### src/rtl/mult_client.sv
// mult_client: initiator for the multiplier block. Streams 2**LOGDEPTH operand pairs
// through the EN_mult/RDY_mult handshake, requests block readback, and checks every
// returned word against a locally computed product while accumulating a running sum.
module mult_client #(
  parameter int unsigned LOGDEPTH = 6,
  parameter int unsigned WIDTH    = 32,
  parameter int unsigned TIMEOUT  = 255
) (
  input  logic                clk,
  input  logic                rst_n,
  input  logic                start,
  input  logic [15:0]         a_base,
  input  logic [15:0]         b_base,
  output logic                EN_mult,
  output logic [15:0]         mult_input0,
  output logic [15:0]         mult_input1,
  input  logic                RDY_mult,
  output logic                EN_blockRead,
  input  logic                VALID_memVal,
  input  logic [WIDTH-1:0]    memVal_data,
  output logic                busy,
  output logic                done,
  output logic [WIDTH-1:0]    sum,
  output logic [LOGDEPTH:0]   mismatch_cnt,
  output logic                timeout
);

  localparam int unsigned Depth = 2 ** LOGDEPTH;
  localparam int unsigned CntW  = LOGDEPTH + 1;
  localparam logic [LOGDEPTH-1:0] LastIdx     = LOGDEPTH'(Depth - 1);
  localparam logic [LOGDEPTH:0]   MisMax      = CntW'(Depth);
  localparam logic [7:0]          TimeoutLast = 8'(TIMEOUT - 1);

  typedef enum logic [2:0] {StIdle, StFill, StReq, StRead, StDone} state_e;

  state_e              state_q;
  logic [15:0]         a_q, b_q;
  logic [15:0]         op0_q, op1_q;
  logic [LOGDEPTH-1:0] idx_q;
  logic [7:0]          tcnt_q;
  logic                en_mult_q, en_read_q, busy_q, done_q, timeout_q;
  logic [WIDTH-1:0]    sum_q;
  logic [LOGDEPTH:0]   mis_q;

  logic [15:0]         exp0, exp1;
  logic [31:0]         exp_prod;
  logic [WIDTH-1:0]    exp_word;

  // Expected product for the word currently being read (idx_q counts read words in REQ/READ).
  always_comb begin
    exp0     = a_q + 16'(idx_q);
    exp1     = b_q + 16'(idx_q);
    exp_prod = 32'(exp0) * 32'(exp1);
    exp_word = WIDTH'(exp_prod);
  end

  // Run sequencer: fill, request, read/check, done; all outputs registered here.
  always_ff @(posedge clk or negedge rst_n) begin
    if (!rst_n) begin
      state_q   <= StIdle;
      a_q       <= '0;
      b_q       <= '0;
      op0_q     <= '0;
      op1_q     <= '0;
      idx_q     <= '0;
      tcnt_q    <= '0;
      en_mult_q <= 1'b0;
      en_read_q <= 1'b0;
      busy_q    <= 1'b0;
      done_q    <= 1'b0;
      timeout_q <= 1'b0;
      sum_q     <= '0;
      mis_q     <= '0;
    end else begin
      done_q <= 1'b0;
      unique case (state_q)
        StIdle: begin
          if (start) begin
            a_q       <= a_base;
            b_q       <= b_base;
            op0_q     <= a_base;
            op1_q     <= b_base;
            idx_q     <= '0;
            sum_q     <= '0;
            mis_q     <= '0;
            timeout_q <= 1'b0;
            en_mult_q <= 1'b1;
            busy_q    <= 1'b1;
            state_q   <= StFill;
          end
        end
        StFill: begin
          if (RDY_mult) begin
            if (idx_q == LastIdx) begin
              // Hand over straight to the readback request without a bubble.
              en_mult_q <= 1'b0;
              en_read_q <= 1'b1;
              idx_q     <= '0;
              tcnt_q    <= '0;
              state_q   <= StReq;
            end else begin
              idx_q <= idx_q + 1'b1;
              op0_q <= op0_q + 16'd1;
              op1_q <= op1_q + 16'd1;
            end
          end
        end
        StReq, StRead: begin
          if (VALID_memVal) begin
            sum_q     <= sum_q + memVal_data;
            tcnt_q    <= '0;
            en_read_q <= 1'b0;
            if (memVal_data != exp_word && mis_q != MisMax) begin
              mis_q <= mis_q + 1'b1;
            end
            if (idx_q == LastIdx) begin
              done_q  <= 1'b1;
              state_q <= StDone;
            end else begin
              idx_q   <= idx_q + 1'b1;
              state_q <= StRead;
            end
          end else if (tcnt_q == TimeoutLast) begin
            // Abort: partial sum and mismatch count are kept as they are.
            timeout_q <= 1'b1;
            en_read_q <= 1'b0;
            done_q    <= 1'b1;
            state_q   <= StDone;
          end else begin
            tcnt_q <= tcnt_q + 8'd1;
          end
        end
        StDone: begin
          busy_q  <= 1'b0;
          state_q <= StIdle;
        end
        default: state_q <= StIdle;
      endcase
    end
  end

  assign EN_mult      = en_mult_q;
  assign mult_input0  = op0_q;
  assign mult_input1  = op1_q;
  assign EN_blockRead = en_read_q;
  assign busy         = busy_q;
  assign done         = done_q;
  assign sum          = sum_q;
  assign mismatch_cnt = mis_q;
  assign timeout      = timeout_q;

endmodule

### config.mk
export PLATFORM = sky130hd
export DESIGN_NAME = mult_client
export DESIGN_NICKNAME = d
export VERILOG_FILES = /design/src/rtl/mult_client.sv
export SDC_FILE = /design/constraint.sdc
export NUM_CORES = 1
export LEC_CHECK = 0
export CAP_MARGIN = 25
export CORE_ASPECT_RATIO = 1.2
export CORE_UTILIZATION = 55
export DETAILED_ROUTE_END_ITERATION = 16
export PLACE_DENSITY = 0.79
export RECOVER_POWER = 100
export SYNTH_ARGS = -nofsm -noshare
export SYNTH_HDL_FRONTEND = slang
export SYNTH_SLANG_ARGS = --single-unit
### constraint.sdc
create_clock -name clk -period 8.17 [get_ports clk]
set_input_delay 1.634 -clock clk [delete_from_list [all_inputs] [get_ports clk]]
set_output_delay 1.634 -clock clk [all_outputs]
set_load 0.01 [all_outputs]
Word-level counts from Yosys, hierarchy flattened
Cells that the tools add are included.
{"block": "totals", "register_bits": 125}
{"block": "op_classes", "n_mux": 51, "add_sub_neg": 8, "n_reduce_logical": 19, "n_eq_ne": 19, "multipliers": 1}
{"cell": "two-way mux 16 bit", "count": 6}
{"cell": "two-way mux 32 bit", "count": 2}
{"cell": "case mux 16 bit (2 select lines)", "count": 2}
{"cell": "case mux 32 bit (2 select lines)", "count": 1}
{"cell": "adder 16 x 1 -> 16 bit, second input constant", "count": 2}
{"cell": "adder 16 x 6 -> 16 bit", "count": 2}
{"cell": "adder 32 bit", "count": 1}
{"cell": "multiplier 16 x 16 -> 32 bit", "count": 1}
{"cell": "two-way mux 8 bit", "count": 4}
{"cell": "!= test 32 bit", "count": 1}
{"cell": "two-way mux 6 bit", "count": 5}
{"cell": "AND reduction 4 bit", "count": 7}
{"cell": "two-way mux 7 bit", "count": 3}
{"cell": "two-way mux 3 bit", "count": 6}
{"cell": "!= test 2 bit, second input constant", "count": 9}
{"cell": "case mux 6 bit (3 select lines)", "count": 1}
{"cell": "case mux 8 bit (2 select lines)", "count": 1}
{"cell": "two-way mux 1 bit", "count": 14}
{"cell": "case mux 7 bit (2 select lines)", "count": 1}
{"cell": "case mux 3 bit (3 select lines)", "count": 1}
{"cell": "adder 8 x 1 -> 8 bit, second input constant", "count": 1}
{"cell": "== test 8 bit, second input constant", "count": 1}
{"cell": "case mux 1 bit (2 select lines)", "count": 4}
{"cell": "nonzero test 2 bit", "count": 4}
{"cell": "other kinds (15)", "count": 18}

Logic depth before layout (Yosys ltp)
Gate-level depths: netlist of the first run.
{"block": "depth", "word_depth": 7, "mapped_depth": 35}

Worst setup path before layout of the first run
No wires, ideal clock.
{"block": "synth_timing", "path_kind": "reg-to-reg", "startpoint": "reg idx_q[0]", "endpoint": "reg mis_q[4] (netlist: mismatch_cnt[4])", "arrival_ns": 8.373, "stages_incl_launch_ff": 32, "slack_ns": -0.327, "required_ns": 8.046, "setup_ns": 0.124, "path_buffers": 0, "period_less_slack_ns": 8.497, "path_cell_list": "dfrtp_1 ha_1 inv_1 fa_1 inv_1 a21oi_1 o21bai_1 a21o_1 a21o_1 and2_1 nand4_1 nor2b_1 xor2_1 nand2_1 fa_1 fa_1 fa_1 fa_1 fa_1 fa_1 inv_1 ha_1 a21o_1 a21o_2 a211oi_1 a21oi_2 a211oi_1 xnor2_1 o2111ai_1 nor4_4 nor4_1 a211o_1"}
{"block": "synth_via", "elab_chain_cells": 6}
{"item": "start, declared", "line": "39", "rtl": "logic [LOGDEPTH-1:0] idx_q;"}
{"item": "start signal, assigned", "line": "102", "rtl": "idx_q <= idx_q + 1'b1;"}
{"item": "start signal, assigned", "line": "120", "rtl": "idx_q <= idx_q + 1'b1;"}
{"item": "adder 16 x 6 -> 16 bit, on equally long branches", "line": "51, 52"}
{"item": "multiplier 16 x 16 -> 32 bit (*)", "line": "53", "rtl": "exp_prod = 32'(exp0) * 32'(exp1);"}
{"item": "!= test 32 bit (*)", "line": "113", "rtl": "if (memVal_data != exp_word && mis_q != MisMax) begin"}
{"item": "logical AND 1 bit (*)", "line": "113"}
{"item": "!= test 2 bit (no line) (*)"}
{"item": "AND reduction 4 bit (no line) (*)"}
{"item": "end signal, assigned", "line": "114", "rtl": "mis_q <= mis_q + 1'b1;"}
{"item": "end, declared", "line": "43", "rtl": "logic [LOGDEPTH:0] mis_q;"}
Mark *: on every way between the ends. The rest lies on a longest branch, timed or not.
A chain may end at the register's enable or synchronous reset.

Worst setup path in the final report of the first run
Same ends and word-level chain as after synthesis.

==> insert_results.sql, run 1 <==
INSERT INTO impl_metrics (metric_group, metric, value, unit) VALUES
('sta', 'timing.final.max_slew_violations', '163', ''),
('route', 'ant_nets', '0', ''),
('place', 'dpl_worst_slack', '-0.671', 'ns'),
('clock_tree', 'cts_root_buffer', 'clkbuf_16', ''),
('sta', 'final.setup.worst_slack', '-0.395', 'ns'),
('sta', 'worst_pin_slew', '3.27', 'ns'),
('synthesis', 'net_count_synth', '2445', ''),
('clock_tree', 'cts_tree', 'built', ''),
('critical_path', 'cp-endpoint', 'mismatch_cnt[4]', ''),
('sta', 'setup_viol', '7', ''),
('clock_tree', 'cts.reportedPaths.clkPinSlew', '0.06', 'ns'),
('route', 'wire_per_inst', '19.3', 'microns'),
('route', 'detail_route.vias_per_cell', '5.88', ''),
('synthesis', 'synthesis.area_per_instance', '8.43', 'sq um'),
('critical_path', 'cp_common_cell', 'buf_4', ''),
('sta', 'fin_skew', '0.0122', 'ns'),
('route', 'violation_count_after_the_first_detailed_route_iteration', '1249', ''),
('sta', 'fin_worst_hold_slack', '0.485', 'ns'),
('critical_path', 'critPathLaunch', 'idx_q[0]', ''),
('run', 'max_cap_viols', '3', ''),
('place', 'count_of_placed_standard_cells_including_taps', '2711', ''),
('critical_path', 'arrival', '8.87', 'ns'),
('global_route', 'via_count_of_the_first_global_routing_pass', '16700', ''),
('place', 'place.port_buffers', '144', ''),
('synthesis', 'yosys_most_used_dff', 'dfrtp_1', ''),
('worst_hold_path', 'worst_hold_path_type', 'register to register', ''),
('global_route', 'gr-usage-all-layers', '0.341', ''),
('clock_tree', 'worst_skew_pair.late_latency', '0.43', 'ns'),
('critical_path', 'reg2regPathDepth', '35', ''),
('sta', 'min_period', '8.56', 'ns'),
('clock_tree', 'cts_sinks', '125', ''),
('synthesis', 'synthArstFlopShare', '1.00', ''),
('global_route', 'globalRouteMet1Util', '0.411', ''),
('critical_path', 'critical_path_class', 'register to register', ''),
('synthesis', 'yosys_register_bits', '125', ''),
('sta', 'rsz0062_at_grt', 'true', ''),
('clock_tree', 'cts_made_buffers', '17', ''),
('critical_path', 'crit_path_start_kind', 'register', ''),
('place', 'post_detail_place_hpwl', '42400', 'microns'),
('cells_and_area', 'diodes', '0', ''),
('place', 'dpl_cell_area', '20600', 'sq um'),
('route', 'dr.pass1.iters', '5', ''),
('critical_path', 'max_stage_delay', '0.57', 'ns'),
('clock_tree', 'cts.path.max_buffers', '2', ''),
('cells_and_area', 'final_cell_count_no_fill', '2773', ''),
('cells_and_area', 'syn2layout_area_growth', '27.8', '%'),
('global_route', 'maximum_number_of_pins_on_one_net_before_global_route_repair', '73', ''),
('route', 'routed_wl', '53400', 'microns'),
('cells_and_area', 'finalNetCount', '2785', ''),
('sta', 'finalHoldViolations', '0', ''),
('floorplanning', 'floorplan.initialDensity', '0.560', ''),
('floorplanning', 'top_level_ports', '145', ''),
('clock_tree', 'cts_htree_levels', '4', ''),
('place', 'place.gp.congestion', '1.02', ''),
('critical_path', 'launching_point_of_the_worst_reg2reg_path', 'idx_q[0]', ''),
('global_route', 'grt.busiest_layer', 'met2', ''),
('sta', 'worst_slew_margin_rel', '-1.18', ''),
('status', 'result_of_the_run', 'finished, violations left', ''),
('critical_path', 'setup.reg_to_reg.worst_slack', '-0.39', 'ns'),
('synthesis', 'netlist-cell-type-count', '76', ''),
('critical_path', 'critical_path.max_fanout', '16', ''),
('global_route', 'antenna_found_initial', '0', ''),
('floorplanning', 'die-height', '195', 'microns'),
('synthesis', 'ys_warns', '0', ''),
('global_route', 'overflow', '0', ''),
('cells_and_area', 'post_route_cells_drive_above_1_share', '0.157', ''),
('floorplanning', 'overall_die_area', '31700', 'sq um'),
('synthesis', 'ys_seq_area_frac', '0.183', ''),
('synthesis', 'synth_enable_flop_cells', '0', ''),
('global_route', 'met3_usage', '0.0527', ''),
('status', 'violations', 'max-capacitance violations, max-slew violations, negative setup slack', '');
[synth_stat cells (all sizes together) (4+ instances only)]
| cell type | instances | area share |
|---|---|---|
| nand2 | 332 | 0.073 |
| inv | 214 | 0.047 |
| fa | 197 | 0.23 |
| ha | 154 | 0.11 |
| nor2 | 149 | 0.033 |
| dfrtp | 125 | 0.18 |
| a21oi | 121 | 0.036 |
| o21ai | 119 | 0.035 |
| xnor2 | 62 | 0.032 |
| clkbuf | 60 | 0.013 |
| nand3 | 54 | 0.016 |
| xor2 | 50 | 0.026 |
| and2 | 47 | 0.017 |
| a21o | 34 | 0.015 |
| nor2b | 28 | 0.010 |
| and3 | 25 | 0.0092 |
| nand2b | 22 | 0.0081 |
| nor3 | 18 | 0.0053 |
| a31oi | 14 | 0.0051 |
| nand4 | 14 | 0.0051 |
| o21a | 14 | 0.0062 |
| o21bai | 14 | 0.0062 |
| a211oi | 13 | 0.0057 |
| buf | 11 | 0.0033 |
| o22ai | 10 | 0.0037 |
| nor3b | 9 | 0.0040 |
| nor4 | 9 | 0.0045 |
| a22oi | 8 | 0.0035 |
| and4 | 8 | 0.0041 |
| o31ai | 8 | 0.0035 |
| o2111ai | 7 | 0.0036 |
| or2 | 7 | 0.0026 |
| a211o | 6 | 0.0032 |
| mux2i | 6 | 0.0035 |
| a21boi | 5 | 0.0022 |
| o211ai | 5 | 0.0022 |
| or3 | 5 | 0.0018 |
| a311oi | 4 | 0.0021 |
| a32o | 4 | 0.0023 |
[critical path, delay by kind of cell, from the launching register on]
kind	cells	cell delay, ns
AOI/OAI and AO/OA	7	1.31
DFF	1	0.40
buffers and inverters	14	1.85
adders and majority gates	9	3.83
xor gates and xnor gates	1	0.13
and+or+nand+nor	4	0.91
[cells in the final DEF (no fill, tap or decap), types with 7 or more instances in the layout]
cell type	count
a21oi_2	13
clkdlybuf4s50_1	62
nor2_1	145
and2_1	43
nand3_1	52
nand2_1	329
buf_4	226
o21bai_1	12
a22oi_1	8
xor2_1	42
buf_6	10
o21ai_1	10
or2_2	7
dfrtp_1	125
ha_4	9
and3_1	22
a211oi_1	9
xnor2_1	56
o21ai_0	106
nand2b_1	21
and4_1	7
o22ai_1	10
o21a_1	14
fa_1	191
dlygate4sd3_1	81
a21o_1	32
inv_1	210
o31ai_1	8
a31oi_1	13
nand4_1	14
nor3_1	17
clkbuf_1	8
nor3b_1	9
a21oi_1	108
clkbuf_16	17
nor2b_1	26
ha_1	144
[kinds of logic after synthesis]
logic type / after synthesis / share of synthesized area
compound gates: 412 / 0.150
xor+xnor: 112 / 0.0579
fa+ha+maj: 351 / 0.344
buf+inv: 285 / 0.0635
flops: 125 / 0.183
mux: 7 / 0.00418
simple gates: 733 / 0.197
[layer usage]
metal,vias up,part of all wire
met5,-,0
met4,0,0.047
met3,185,0.066
met2,718,0.51
met1,7964,0.38
li1,7432,-
[how the worst min path moves through the flow]
stage | start | end | slack (ns) | depth (start not counted)
global placement | tcnt_q[6] | tcnt_q[6] | 0.47 | 1
detailed placement | b_q[4] | b_q[4] | 0.48 | 2
floorplan | tcnt_q[6] | tcnt_q[6] | 0.44 | 1
CTS | a_q[3] | a_q[3] | 0.48 | 2
finish | a_q[3] | a_q[3] | 0.48 | 2
global route | b_q[4] | b_q[4] | 0.51 | 2
[layout make-up]
type | instances | area (sq um)
tap | 396 | 495
clock inverter | 10 | 118
sequential | 125 | 3130
timing repair buffer | 392 | 3420
inverter | 214 | 803
fill | 2349 | 8670
multi-input combinational | 1615 | 13400
clock buffer | 21 | 450
[sequential cells by signal, indices dropped and copies added (netlist names), 3 cells and up]
name / cells
mismatch_cnt: 7
state_q: 3
tcnt_q: 8
sum: 32
mult_input1: 16
idx_q: 6
a_q: 16
mult_input0: 16
b_q: 16
[stage by stage]
step	TNS, ns	util
2_1_floorplan	-0.105	-
5_1_grt	-4.42	0.716
4_1_cts	-1.97	0.709
3_5_place_dp	-4.26	0.675
3_3_place_gp	-2.73	0.674
6_report	-2.40	0.716
[what timing repair did]
item                                    4_1_cts  5_1_grt
hold buffers                                  0        0
gates cloned                                  1        0
buffers inserted                             23        5
endpoints found under the setup margin        7        7
pin swaps                                    41       23
resized for setup                            54       35
Power of run 1 is left out: the tool's default activity adds up to more than one toggle a clock period on the data nets, which glitch-free logic cannot reach.
==> run 2: changes to the inputs <==
--- a/config.mk
+++ b/config.mk
@@ -11,6 +11,7 @@
 export DETAILED_ROUTE_END_ITERATION = 16
 export PLACE_DENSITY = 0.79
 export RECOVER_POWER = 100
+export SKIP_CTS_REPAIR_TIMING = 1
 export SYNTH_ARGS = -nofsm -noshare
 export SYNTH_HDL_FRONTEND = slang
 export SYNTH_SLANG_ARGS = --single-unit
==> run 2 against run 1 <==
The flow still finishes with violations (max-capacitance violations, max-slew violations, negative setup slack). Fmax shrank 0.85%. Global-route usage decreased by 0.71 points. Cell area shrank 1.1%. Critical path depth stayed put. Utilization is 0.80 points lower. Setup slack got worse by 0.073 ns.
==> insert_results.sql, run 2 (synthesized netlist as in run 1, its figures left out) <==
INSERT INTO impl_metrics (metric_group, metric, value, unit) VALUES
('status', 'result_of_the_run', 'finished, violations left', ''),
('status', 'violations', 'max-capacitance violations, max-slew violations, negative setup slack', ''),
('critical_path', 'timing.critical_path.depth', '35', ''),
('global_route', 'antenna_found_initial', '0', ''),
('clock_tree', 'cts.path.max_buffers', '2', ''),
('floorplanning', 'overall_die_area', '31700', 'sq um'),
('clock_tree', 'cts_root_buffer', 'clkbuf_16', ''),
('cells_and_area', 'diodes', '0', ''),
('route', 'drc', '0', ''),
('cells_and_area', 'postLayoutCellArea', '21600', 'sq um'),
('route', 'routed_wl', '52800', 'microns'),
('place', 'post_detail_place_hpwl', '42400', 'microns'),
('floorplanning', 'top_level_ports', '145', ''),
('cells_and_area', 'syn2layout_area_growth', '26.3', '%'),
('global_route', 'grt_first_pass_wirelength', '83200', 'microns'),
('sta', 'period_share', '1.06', ''),
('global_route', 'via_count_of_the_first_global_routing_pass', '16400', ''),
('sta', 'worst_pin_slew', '3.30', 'ns'),
('clock_tree', 'cts_sinks', '125', ''),
('clock_tree', 'cts_tree', 'built', ''),
('sta', 'timing.final.max_slew_violations', '163', ''),
('cells_and_area', 'finalNetCount', '2777', ''),
('sta', 'fin_skew', '0.00929', 'ns'),
('place', 'dpl_cell_area', '20600', 'sq um'),
('run', 'max_cap_viols', '3', ''),
('route', 'dr.pass1.iters', '5', ''),
('sta', 'rsz0062_at_grt', 'true', ''),
('global_route', 'gr-usage-all-layers', '0.334', ''),
('critical_path', 'critical_path.max_fanout', '5', ''),
('critical_path', 'timing.critical_path.required', '8.47', 'ns'),
('critical_path', 'cp_common_cell', 'fa_1', ''),
('critical_path', 'max_stage_delay', '0.60', 'ns'),
('route', 'violation_count_after_the_first_detailed_route_iteration', '1230', ''),
('floorplanning', 'floorplan.initialDensity', '0.560', ''),
('floorplanning', 'die_width', '163', 'microns'),
('clock_tree', 'worst_skew_pair.late_latency', '0.43', 'ns'),
('critical_path', 'path_delay_family', 'adder cells', ''),
('global_route', 'maximum_number_of_pins_on_one_net_before_global_route_repair', '73', ''),
('worst_hold_path', 'worst_hold_path_type', 'register to register', ''),
('critical_path', 'worstPathBufferInverterCount', '9', ''),
('critical_path', 'reg2regPathDepth', '35', ''),
('critical_path', 'cpMaxStageDelayCell', 'fa_1', ''),
('route', 'wire_per_inst', '19.1', 'microns'),
('critical_path', 'timing.critical_path.to_type', 'register', ''),
('sta', 'finalHoldViolations', '0', ''),
('cells_and_area', 'largest_reg_flops', '32', ''),
('floorplanning', 'die-height', '195', 'microns'),
('critical_path', 'crit_path_start_kind', 'register', ''),
('route', 'detail_route.vias_per_cell', '5.87', ''),
('sta', 'min_period', '8.64', 'ns'),
('cells_and_area', 'final_cell_mix', 'nand2_1, buf_4, inv_1', ''),
('cells_and_area', 'post_route_cells_drive_above_1_share', '0.144', ''),
('clock_tree', 'cts_htree_levels', '4', ''),
('sta', 'setup_viol', '7', ''),
('place', 'place.port_buffers', '144', ''),
('critical_path', 'arrival', '8.93', 'ns'),
('clock_tree', 'cts_made_buffers', '17', ''),
('sta', 'worst_slew_margin_rel', '-1.20', ''),
('cells_and_area', 'most_common_library_cell_in_the_layout_ignoring_fill_and_taps', 'nand2_1', ''),
('sta', 'final.setup.worst_slack', '-0.468', 'ns'),
('place', 'dpl_worst_slack', '-0.671', 'ns'),
('clock_tree', 'cts.reportedPaths.clkPinSlew', '0.06', 'ns'),
('floorplanning', 'coreArea', '30500', 'sq um'),
('critical_path', 'critical_path_class', 'register to register', ''),
('route', 'ant_nets', '0', ''),
('floorplanning', 'placement_rows', '70', ''),
('global_route', 'overflow', '0', ''),
('place', 'place.gp.congestion', '1.02', ''),
('worst_hold_path', 'whs_path_depth', '2', ''),
('route', 'via_count', '16200', ''),
('sta', 'maximum_clock_rate', '0.116', 'GHz');
[run 2: changes by cell type in the layout (fill, tap and decap cells not counted), moves of 4 or more]
cell | before | now
a21oi_2 | 13 | 8
buf_6 | 10 | 6
a21oi_1 | 108 | 113
ha_1 | 144 | 148
ha_4 | 9 | 4
buf_4 | 226 | 222
[run 2: tightest hold or removal path: stages, from the launching register on]
cell,delay (ns)
dfrtp_1,0.35
nand2_1,0.05
nand2_1,0.05
[run 2: per-stage QoR]
step	instances	setup TNS, ns	hold slack [ns]	utilization
6_report	2765	-3.07	0.485	0.707
5_1_grt	2765	-5.65	0.513	0.707
4_1_cts	2742	-4.65	0.485	0.693
3_5_place_dp	2711	-4.26	0.477	0.675
3_3_place_gp	2710	-2.73	0.466	0.674
2_1_floorplan	2025	-0.105	0.442	-
[run 2: final timing paths]
path / slack (ns) / end / startpoint
max in group asynchronous: 1.27 / sum[8] / rst_n
worst min register to register: 0.48 / a_q[3] / a_q[3]
worst max-delay path: -0.47 / mismatch_cnt[3] / idx_q[0]
worst max register to register: -0.47 / mismatch_cnt[3] / idx_q[0]
worst min-delay path: 0.48 / a_q[3] / a_q[3]
min in group asynchronous: 2.15 / b_q[13] / rst_n
[run 2: layer usage]
layer / routed length (microns) / GRT usage / vias up / share of wire
li1: - / - / 7415 / -
met5: 0 / 0 / - / 0
met4: 2320 / 0.152 / 0 / 0.044
met3: 3570 / 0.0495 / 162 / 0.068
met2: 26800 / 0.579 / 704 / 0.51
met1: 20200 / 0.407 / 7944 / 0.38
[run 2: layout make-up]
| cell class | instances | area (sq um) |
|---|---|---|
| clock inverter | 10 | 118 |
| fill | 2393 | 8920 |
| multi-input combinational | 1615 | 13200 |
| sequential | 125 | 3130 |
| tap | 396 | 495 |
| timing repair buffer | 384 | 3340 |
| inverter | 214 | 803 |
| clock buffer | 21 | 450 |
Power of run 2 is left out for the same reason.
